### src/rtl/rf_arb_pkg.sv
// Shared types and defaults for the register-file write arbiter.
// FSM encoding, port-select encoding for the round-robin pointer, default widths.
package rf_arb_pkg;

  localparam int DW_DEF = 8;
  localparam int AW_DEF = 2;

  typedef enum logic [0:0] {
    IDLE  = 1'b0,
    CLEAR = 1'b1
  } state_e;

  typedef enum logic {
    PORT_A = 1'b0,
    PORT_B = 1'b1
  } port_e;

endpackage

### src/rtl/rf_write_arbiter_if.sv
// Requester/clear handshake and register-file write bus of rf_write_arbiter.
// master = requesters and register file side, slave = the arbiter.
interface rf_write_arbiter_if #(
  parameter int DW = rf_arb_pkg::DW_DEF,
  parameter int AW = rf_arb_pkg::AW_DEF
);
  logic          a_req;
  logic [AW-1:0] a_addr;
  logic [DW-1:0] a_data;
  logic          a_gnt;

  logic          b_req;
  logic [AW-1:0] b_addr;
  logic [DW-1:0] b_data;
  logic          b_gnt;

  logic          clr_req;
  logic          clr_busy;
  logic          clr_done;

  logic          rf_write;
  logic [AW-1:0] rf_regw;
  logic [DW-1:0] rf_dataw;

  modport master (
    output a_req, a_addr, a_data, b_req, b_addr, b_data, clr_req,
    input  a_gnt, b_gnt, clr_busy, clr_done, rf_write, rf_regw, rf_dataw
  );

  modport slave (
    input  a_req, a_addr, a_data, b_req, b_addr, b_data, clr_req,
    output a_gnt, b_gnt, clr_busy, clr_done, rf_write, rf_regw, rf_dataw
  );
endinterface

### src/rtl/rf_write_arbiter_rr_arb2.sv
// Two-requester round-robin arbiter; ptr names the most recent winner.
// Purely combinational: the owner of ptr decides when it advances.
module rr_arb2
  import rf_arb_pkg::*;
(
  input  logic [1:0] req,
  input  logic       en,
  input  logic       ptr,
  output logic [1:0] gnt
);

  // NOTE: assign a default before any branch so always_comb never infers a latch.
  always_comb begin
    gnt = 2'b00;
    if (en) begin
      case (req)
        2'b01:   gnt = 2'b01;
        2'b10:   gnt = 2'b10;
        2'b11:   gnt = (ptr == PORT_B) ? 2'b01 : 2'b10;
        default: gnt = 2'b00;
      endcase
    end
  end

endmodule

### src/rtl/rf_write_arbiter.sv
// Arbitrates the single register-file write port between ports A and B and
// runs a one-register-per-cycle clear sequence with priority over both.
module rf_write_arbiter
  import rf_arb_pkg::*;
#(
  parameter int DW = DW_DEF,
  parameter int AW = AW_DEF
) (
  input logic               clock,
  input logic               reset,
  rf_write_arbiter_if.slave bus
);

  localparam logic [0:0]    S_IDLE   = IDLE;
  localparam logic [0:0]    S_CLEAR  = CLEAR;
  localparam logic [AW-1:0] CLR_LAST = '1;

  logic [0:0]    state;
  logic [AW-1:0] clr_cnt;
  logic          ptr;
  logic [1:0]    gnt;
  logic          arb_en;
  logic          rf_write_q;
  logic [AW-1:0] rf_regw_q;
  logic [DW-1:0] rf_dataw_q;

  // Clear requests win outright, so grants are suppressed in the cycle clr_req is seen.
  assign arb_en = !reset && (state == S_IDLE) && !bus.clr_req;

  rr_arb2 u_arb (
    .req (({bus.b_req, bus.a_req})),
    .en  (arb_en),
    .ptr (ptr),
    .gnt (gnt)
  );

  assign bus.a_gnt    = gnt[0];
  assign bus.b_gnt    = gnt[1];
  assign bus.clr_busy = !reset && (state == S_CLEAR);
  assign bus.clr_done = !reset && (state == S_CLEAR) && (clr_cnt == CLR_LAST);
  assign bus.rf_write = rf_write_q;
  assign bus.rf_regw  = rf_regw_q;
  assign bus.rf_dataw = rf_dataw_q;

  // NOTE: sequential state uses non-blocking assignments so every register
  // samples pre-edge values regardless of statement order.
  always_ff @(posedge clock) begin
    if (reset) begin
      state      <= S_IDLE;
      clr_cnt    <= '0;
      ptr        <= PORT_B;
      rf_write_q <= 1'b0;
      rf_regw_q  <= '0;
      rf_dataw_q <= '0;
    end else begin
      case (state)
        S_IDLE: begin
          if (bus.clr_req) begin
            state      <= S_CLEAR;
            clr_cnt    <= '0;
            rf_write_q <= 1'b1;
            rf_regw_q  <= '0;
            rf_dataw_q <= '0;
          end else begin
            rf_write_q <= |gnt;
            if (gnt[0]) begin
              rf_regw_q  <= bus.a_addr;
              rf_dataw_q <= bus.a_data;
              ptr        <= PORT_A;
            end else if (gnt[1]) begin
              rf_regw_q  <= bus.b_addr;
              rf_dataw_q <= bus.b_data;
              ptr        <= PORT_B;
            end
          end
        end
        S_CLEAR: begin
          // clr_cnt mirrors the register being written this cycle.
          if (clr_cnt == CLR_LAST) begin
            state      <= S_IDLE;
            rf_write_q <= 1'b0;
          end else begin
            clr_cnt    <= clr_cnt + AW'(1);
            rf_regw_q  <= clr_cnt + AW'(1);
            rf_dataw_q <= '0;
          end
        end
        default: state <= S_IDLE;
      endcase
    end
  end

endmodule

### src/flat_wrapper.sv
// flat-port wrapper written by rule: the top's interface ports become plain ports
module rf_write_arbiter_flat import rf_arb_pkg::*;
#(
  parameter int DW = DW_DEF,
  parameter int AW = AW_DEF
)
  (clock, reset, bus_a_req, bus_a_addr, bus_a_data, bus_b_req, bus_b_addr, bus_b_data, bus_clr_req, bus_a_gnt, bus_b_gnt, bus_clr_busy, bus_clr_done, bus_rf_write, bus_rf_regw, bus_rf_dataw);
  rf_write_arbiter_if #(.DW(DW), .AW(AW)) bus_i ();
  input logic clock;
  input logic reset;
  input wire logic [$bits(bus_i.a_req)-1:0] bus_a_req;
  input wire logic [$bits(bus_i.a_addr)-1:0] bus_a_addr;
  input wire logic [$bits(bus_i.a_data)-1:0] bus_a_data;
  input wire logic [$bits(bus_i.b_req)-1:0] bus_b_req;
  input wire logic [$bits(bus_i.b_addr)-1:0] bus_b_addr;
  input wire logic [$bits(bus_i.b_data)-1:0] bus_b_data;
  input wire logic [$bits(bus_i.clr_req)-1:0] bus_clr_req;
  output wire logic [$bits(bus_i.a_gnt)-1:0] bus_a_gnt;
  output wire logic [$bits(bus_i.b_gnt)-1:0] bus_b_gnt;
  output wire logic [$bits(bus_i.clr_busy)-1:0] bus_clr_busy;
  output wire logic [$bits(bus_i.clr_done)-1:0] bus_clr_done;
  output wire logic [$bits(bus_i.rf_write)-1:0] bus_rf_write;
  output wire logic [$bits(bus_i.rf_regw)-1:0] bus_rf_regw;
  output wire logic [$bits(bus_i.rf_dataw)-1:0] bus_rf_dataw;
  assign bus_i.a_req = bus_a_req;
  assign bus_i.a_addr = bus_a_addr;
  assign bus_i.a_data = bus_a_data;
  assign bus_i.b_req = bus_b_req;
  assign bus_i.b_addr = bus_b_addr;
  assign bus_i.b_data = bus_b_data;
  assign bus_i.clr_req = bus_clr_req;
  assign bus_a_gnt = bus_i.a_gnt;
  assign bus_b_gnt = bus_i.b_gnt;
  assign bus_clr_busy = bus_i.clr_busy;
  assign bus_clr_done = bus_i.clr_done;
  assign bus_rf_write = bus_i.rf_write;
  assign bus_rf_regw = bus_i.rf_regw;
  assign bus_rf_dataw = bus_i.rf_dataw;
  rf_write_arbiter #(.DW(DW), .AW(AW)) u_core (.clock(clock), .reset(reset), .bus(bus_i));
endmodule
### config.mk
export PLATFORM = sky130hd
export DESIGN_NAME = rf_write_arbiter_flat
export DESIGN_NICKNAME = d
export VERILOG_FILES = /design/src/rtl/rf_arb_pkg.sv /design/src/rtl/rf_write_arbiter_if.sv /design/src/rtl/rf_write_arbiter_rr_arb2.sv /design/src/rtl/rf_write_arbiter.sv /design/src/flat_wrapper.sv
export SDC_FILE = /design/constraint.sdc
export NUM_CORES = 1
export LEC_CHECK = 0
export ABC_AREA = 0
export CAP_MARGIN = 15
export CORE_MARGIN = 2
export CORE_UTILIZATION = 38
export CTS_BUF_LIST = sky130_fd_sc_hd__clkbuf_16
export DETAILED_ROUTE_END_ITERATION = 7
export PLACE_DENSITY = 0.89
export SYNTH_ARGS = -nofsm -noshare
export SYNTH_HDL_FRONTEND = slang
export SYNTH_SLANG_ARGS = --single-unit
### constraint.sdc
create_clock -name clock -period 1.55 [get_ports clock]
set_input_delay 0.155 -clock clock [delete_from_list [all_inputs] [get_ports clock]]
set_output_delay 0.155 -clock clock [all_outputs]
set_load 0.01 [all_outputs]
==> results.json <==
{
  "finalNonFillerCells": 156,
  "pwr_dens_nw_per_um2": 871,
  "htreeDepth": 1,
  "power.clock.fraction": 0.436,
  "dieArea_sq_um": 2340,
  "slew_headroom": 0.761,
  "port_buffers": 39,
  "post_synth.cell_area_avg_sq_um": 9.86,
  "die_height_um": 48.4,
  "ys_seq_elements": 15,
  "seq_area_frac_synth": 0.401,
  "netlist_top_cells_area": "dfxtp_1, mux2i_1, o2bb2ai_1, nor2_1, nand2_1",
  "worst_ep_required_ps": 1720,
  "numCtsBuffers": 3,
  "status": "finished, final reports clean",
  "place.detailed.instances": 152,
  "syn_area_sq_um": 749,
  "synth.lib_cells_used.distinct": 28,
  "yosysWarningCount": 0,
  "critical_path.cell_chain": "clkdlybuf4s50_1 > buf_4 > or4_1 > o2bb2ai_1",
  "std_cell_rows": 16,
  "clock_latency_of_the_later_clocked_register_in_the_worst_skew_pair_ps": 250,
  "grt_antenna_before_repair": 0,
  "tritoncts_num_sinks": 15,
  "path_max_fanout": 8,
  "vdd.ir_drop.worst_mv": 0.517,
  "fp.coreArea_sq_um": 1900,
  "clock_tree.root_cell": "clkbuf_16",
  "worst_hold_path_type": "reg2reg",
  "startpoint_type": "input pin",
  "tritoncts": "yes",
  "nNetsFinal": 156,
  "drtIter0Drc": 5,
  "number_of_vias_per_cell_after_detailed_routing": 5.03,
  "hold_violations": 0,
  "grt_max_degree": 10,
  "net_count_of_the_mapped_netlist": 102,
  "setup_slack_ps": 89.8,
  "power.static_leakage_nw": 0.586,
  "antenna-diode-count": 0,
  "maxSlewViolCount": 0,
  "fill_cells": 146,
  "max_freq_mhz": 685,
  "routedWlPerCell_um": 13.1,
  "worst_path_largest_cell_delay_ps": 680,
  "critical_path.n_buffers_inverters": 2,
  "routed_wirelength_um": 2050,
  "fraction_of_layout_cells_with_a_size_suffix_above_1": 0.202,
  "synth_top_area_share": 0.401,
  "critical-path-top-delay-family": "simple AND/OR/NAND/NOR gates",
  "internal_power_mw": 0.895,
  "maxCapViolations": 0,
  "critical-path-slowest-cell": "or4_1",
  "rsz0062_at_grt": "no",
  "vias_in_the_first_global_route": 869,
  "power.combinational.fraction": 0.197,
  "io_pins": 40,
  "place.detailed.hpwl_um": 1650,
  "setup.worst_path.class": "in2reg",
  "finish.instance_area_sq_um": 1320,
  "vias": 784,
  "synthCells": 76,
  "switching_power_mw": 0.258,
  "critical_path.endpoint_type": "register",
  "placement.cell_area_sq_um": 1240,
  "dieWidth_um": 48.4,
  "final_worst_path_cycle_share": 0.942,
  "route.detailed.drc": 0,
  "timing_worst_slew_pin_value_ps": 355,
  "drt-pass1-iter-count": 2,
  "place_worst_setup_slack_ps": -185,
  "clock_path_buffers": 2,
  "path_clk_slew_ps": 50,
  "place_congestion": 0.812,
  "crit_arrival_ps": 1630,
  "clock_skew_ps": 2.77,
  "globalRoute.totalOverflow": 0,
  "power_switching_share": 0.224,
  "fin_crit_ps": 1460,
  "initial_utilization": 0.394,
  "yosys.area.top_type": "dfxtp_1",
  "antenna_left": 0,
  "hold_slack_ps": 466,
  "endpoints_failing_setup": 0,
  "power_frac_seq": 0.367,
  "gr-usage-all-layers": 0.199,
  "area_growth_pct": 76.5,
  "grt_pass1_wl_um": 3680
}
[flip-flops by register name (all words and copies together), names as in the netlist]
signal and cells:
u_core.bus.rf_dataw 8, u_core.bus.rf_regw 2, u_core.bus.rf_write 1, u_core.clr_cnt 2, u_core.ptr 1, u_core.state 1
[layer usage]
layer,track usage,vias to the layer above,share of wire
met4,0.0810,0,0.030
met2,0.361,31,0.51
li1,-,384,-
met3,0.0679,8,0.060
met5,0,-,0
met1,0.209,361,0.40
[logic make-up after synthesis]
group | Yosys count | synth area share
multiplexers | 10 | 0.142
AO/OA/AOI/OAI | 20 | 0.212
flip-flops | 15 | 0.401
AND/OR/NAND/NOR | 26 | 0.182
buffers and inverters | 4 | 0.0467
adder cells (fa/ha/maj) | 1 | 0.0167
[through the flow]
step | TNS [ps] | util | power [mW]
CTS | 0 | 0.693 | 1.16
detailed placement | -2000 | 0.654 | 0.658
finish | 0 | 0.695 | 1.15
floorplan | 0 | - | 0.521
global route | 0 | 0.695 | 1.20
global placement | -1480 | 0.654 | 0.650
[final timing paths]
kind | startpoint | endpoint | slack (ps) | cells past startpoint
setup / recovery | reset | u_core.bus.rf_dataw[0]$_SDFFE_PP0P_ | 90 | 4
hold / removal | u_core.bus.rf_dataw[6]$_SDFFE_PP0P_ | u_core.bus.rf_dataw[6]$_SDFFE_PP0P_ | 470 | 1
setup reg to reg | u_core.ptr$_SDFFE_PP1P_ | u_core.bus.rf_regw[1]$_SDFFE_PP0P_ | 180 | 5
hold reg to reg | u_core.bus.rf_dataw[6]$_SDFFE_PP0P_ | u_core.bus.rf_dataw[6]$_SDFFE_PP0P_ | 470 | 1
[cells in the mapped netlist]
cell and count:
nand3b_2 1, o2bb2ai_1 8, a21boi_1 1, buf_2 1
a21oi_2 1, dfxtp_1 15, nor2b_1 1, mux2_4 1
ha_1 1, nand2_1 7, nand2b_1 3, and3_2 1
a311oi_2 1, or4_1 1, nor3_1 1, a311oi_1 1
mux2_2 1, buf_4 1, o21bai_1 2, mux2i_1 8
nor2_4 1, nor2_1 8, a21oi_1 4, a221oi_1 1
o21ai_0 1, and3_1 1, buf_6 2, and2_1 1
[worst register-to-register path: stages (launching register included)]
cell	delay (ps)
dfxtp_1	320
nand2b_1	150
nand3b_2	110
buf_4	130
mux2_2	320
a311oi_1	240
[power groups by stage]
stage | sequential, mW | clock, mW | combinational (mW)
2_1_floorplan | 0.433 | 0 | 0.0888
3_3_place_gp | 0.429 | 0 | 0.221
3_5_place_dp | 0.430 | 0 | 0.228
4_1_cts | 0.422 | 0.510 | 0.228
5_1_grt | 0.425 | 0.530 | 0.246
6_report | 0.423 | 0.503 | 0.227
[cell type report]
type	instances	area, sq um	area share
Sequential cell	15	300	0.227
Clock inverter	1	5.00	0.00378
Tap cell	27	33.8	0.0255
Multi-Input combinational cell	57	418	0.316
Timing Repair Buffer	53	490	0.371
Clock buffer	3	75.1	0.0568
[layout by cell type, fill, tap and decap left out, types with 2 or more instances in the layout]
| cell type | Yosys | routed |
|---|---|---|
| buf_4 | 1 | 14 |
| dfxtp_1 | 15 | 15 |
| o2bb2ai_1 | 8 | 8 |
| clkbuf_16 | 0 | 3 |
| o21bai_1 | 2 | 2 |
| a21oi_1 | 4 | 4 |
| mux2i_1 | 8 | 8 |
| nand2_1 | 7 | 7 |
| clkdlybuf4s50_1 | 0 | 35 |
| nor2_1 | 8 | 8 |
| dlygate4sd2_1 | 0 | 4 |
| nand2b_1 | 3 | 3 |
[timing repair]
action / 4_1_cts / 5_1_grt
buffers inserted: 0 / 0
gates resized for setup: 4 / 1
hold buffers: 0 / 0
setup endpoints to repair: 4 / 2
No activity file was read; power rests on OpenSTA's default activity.
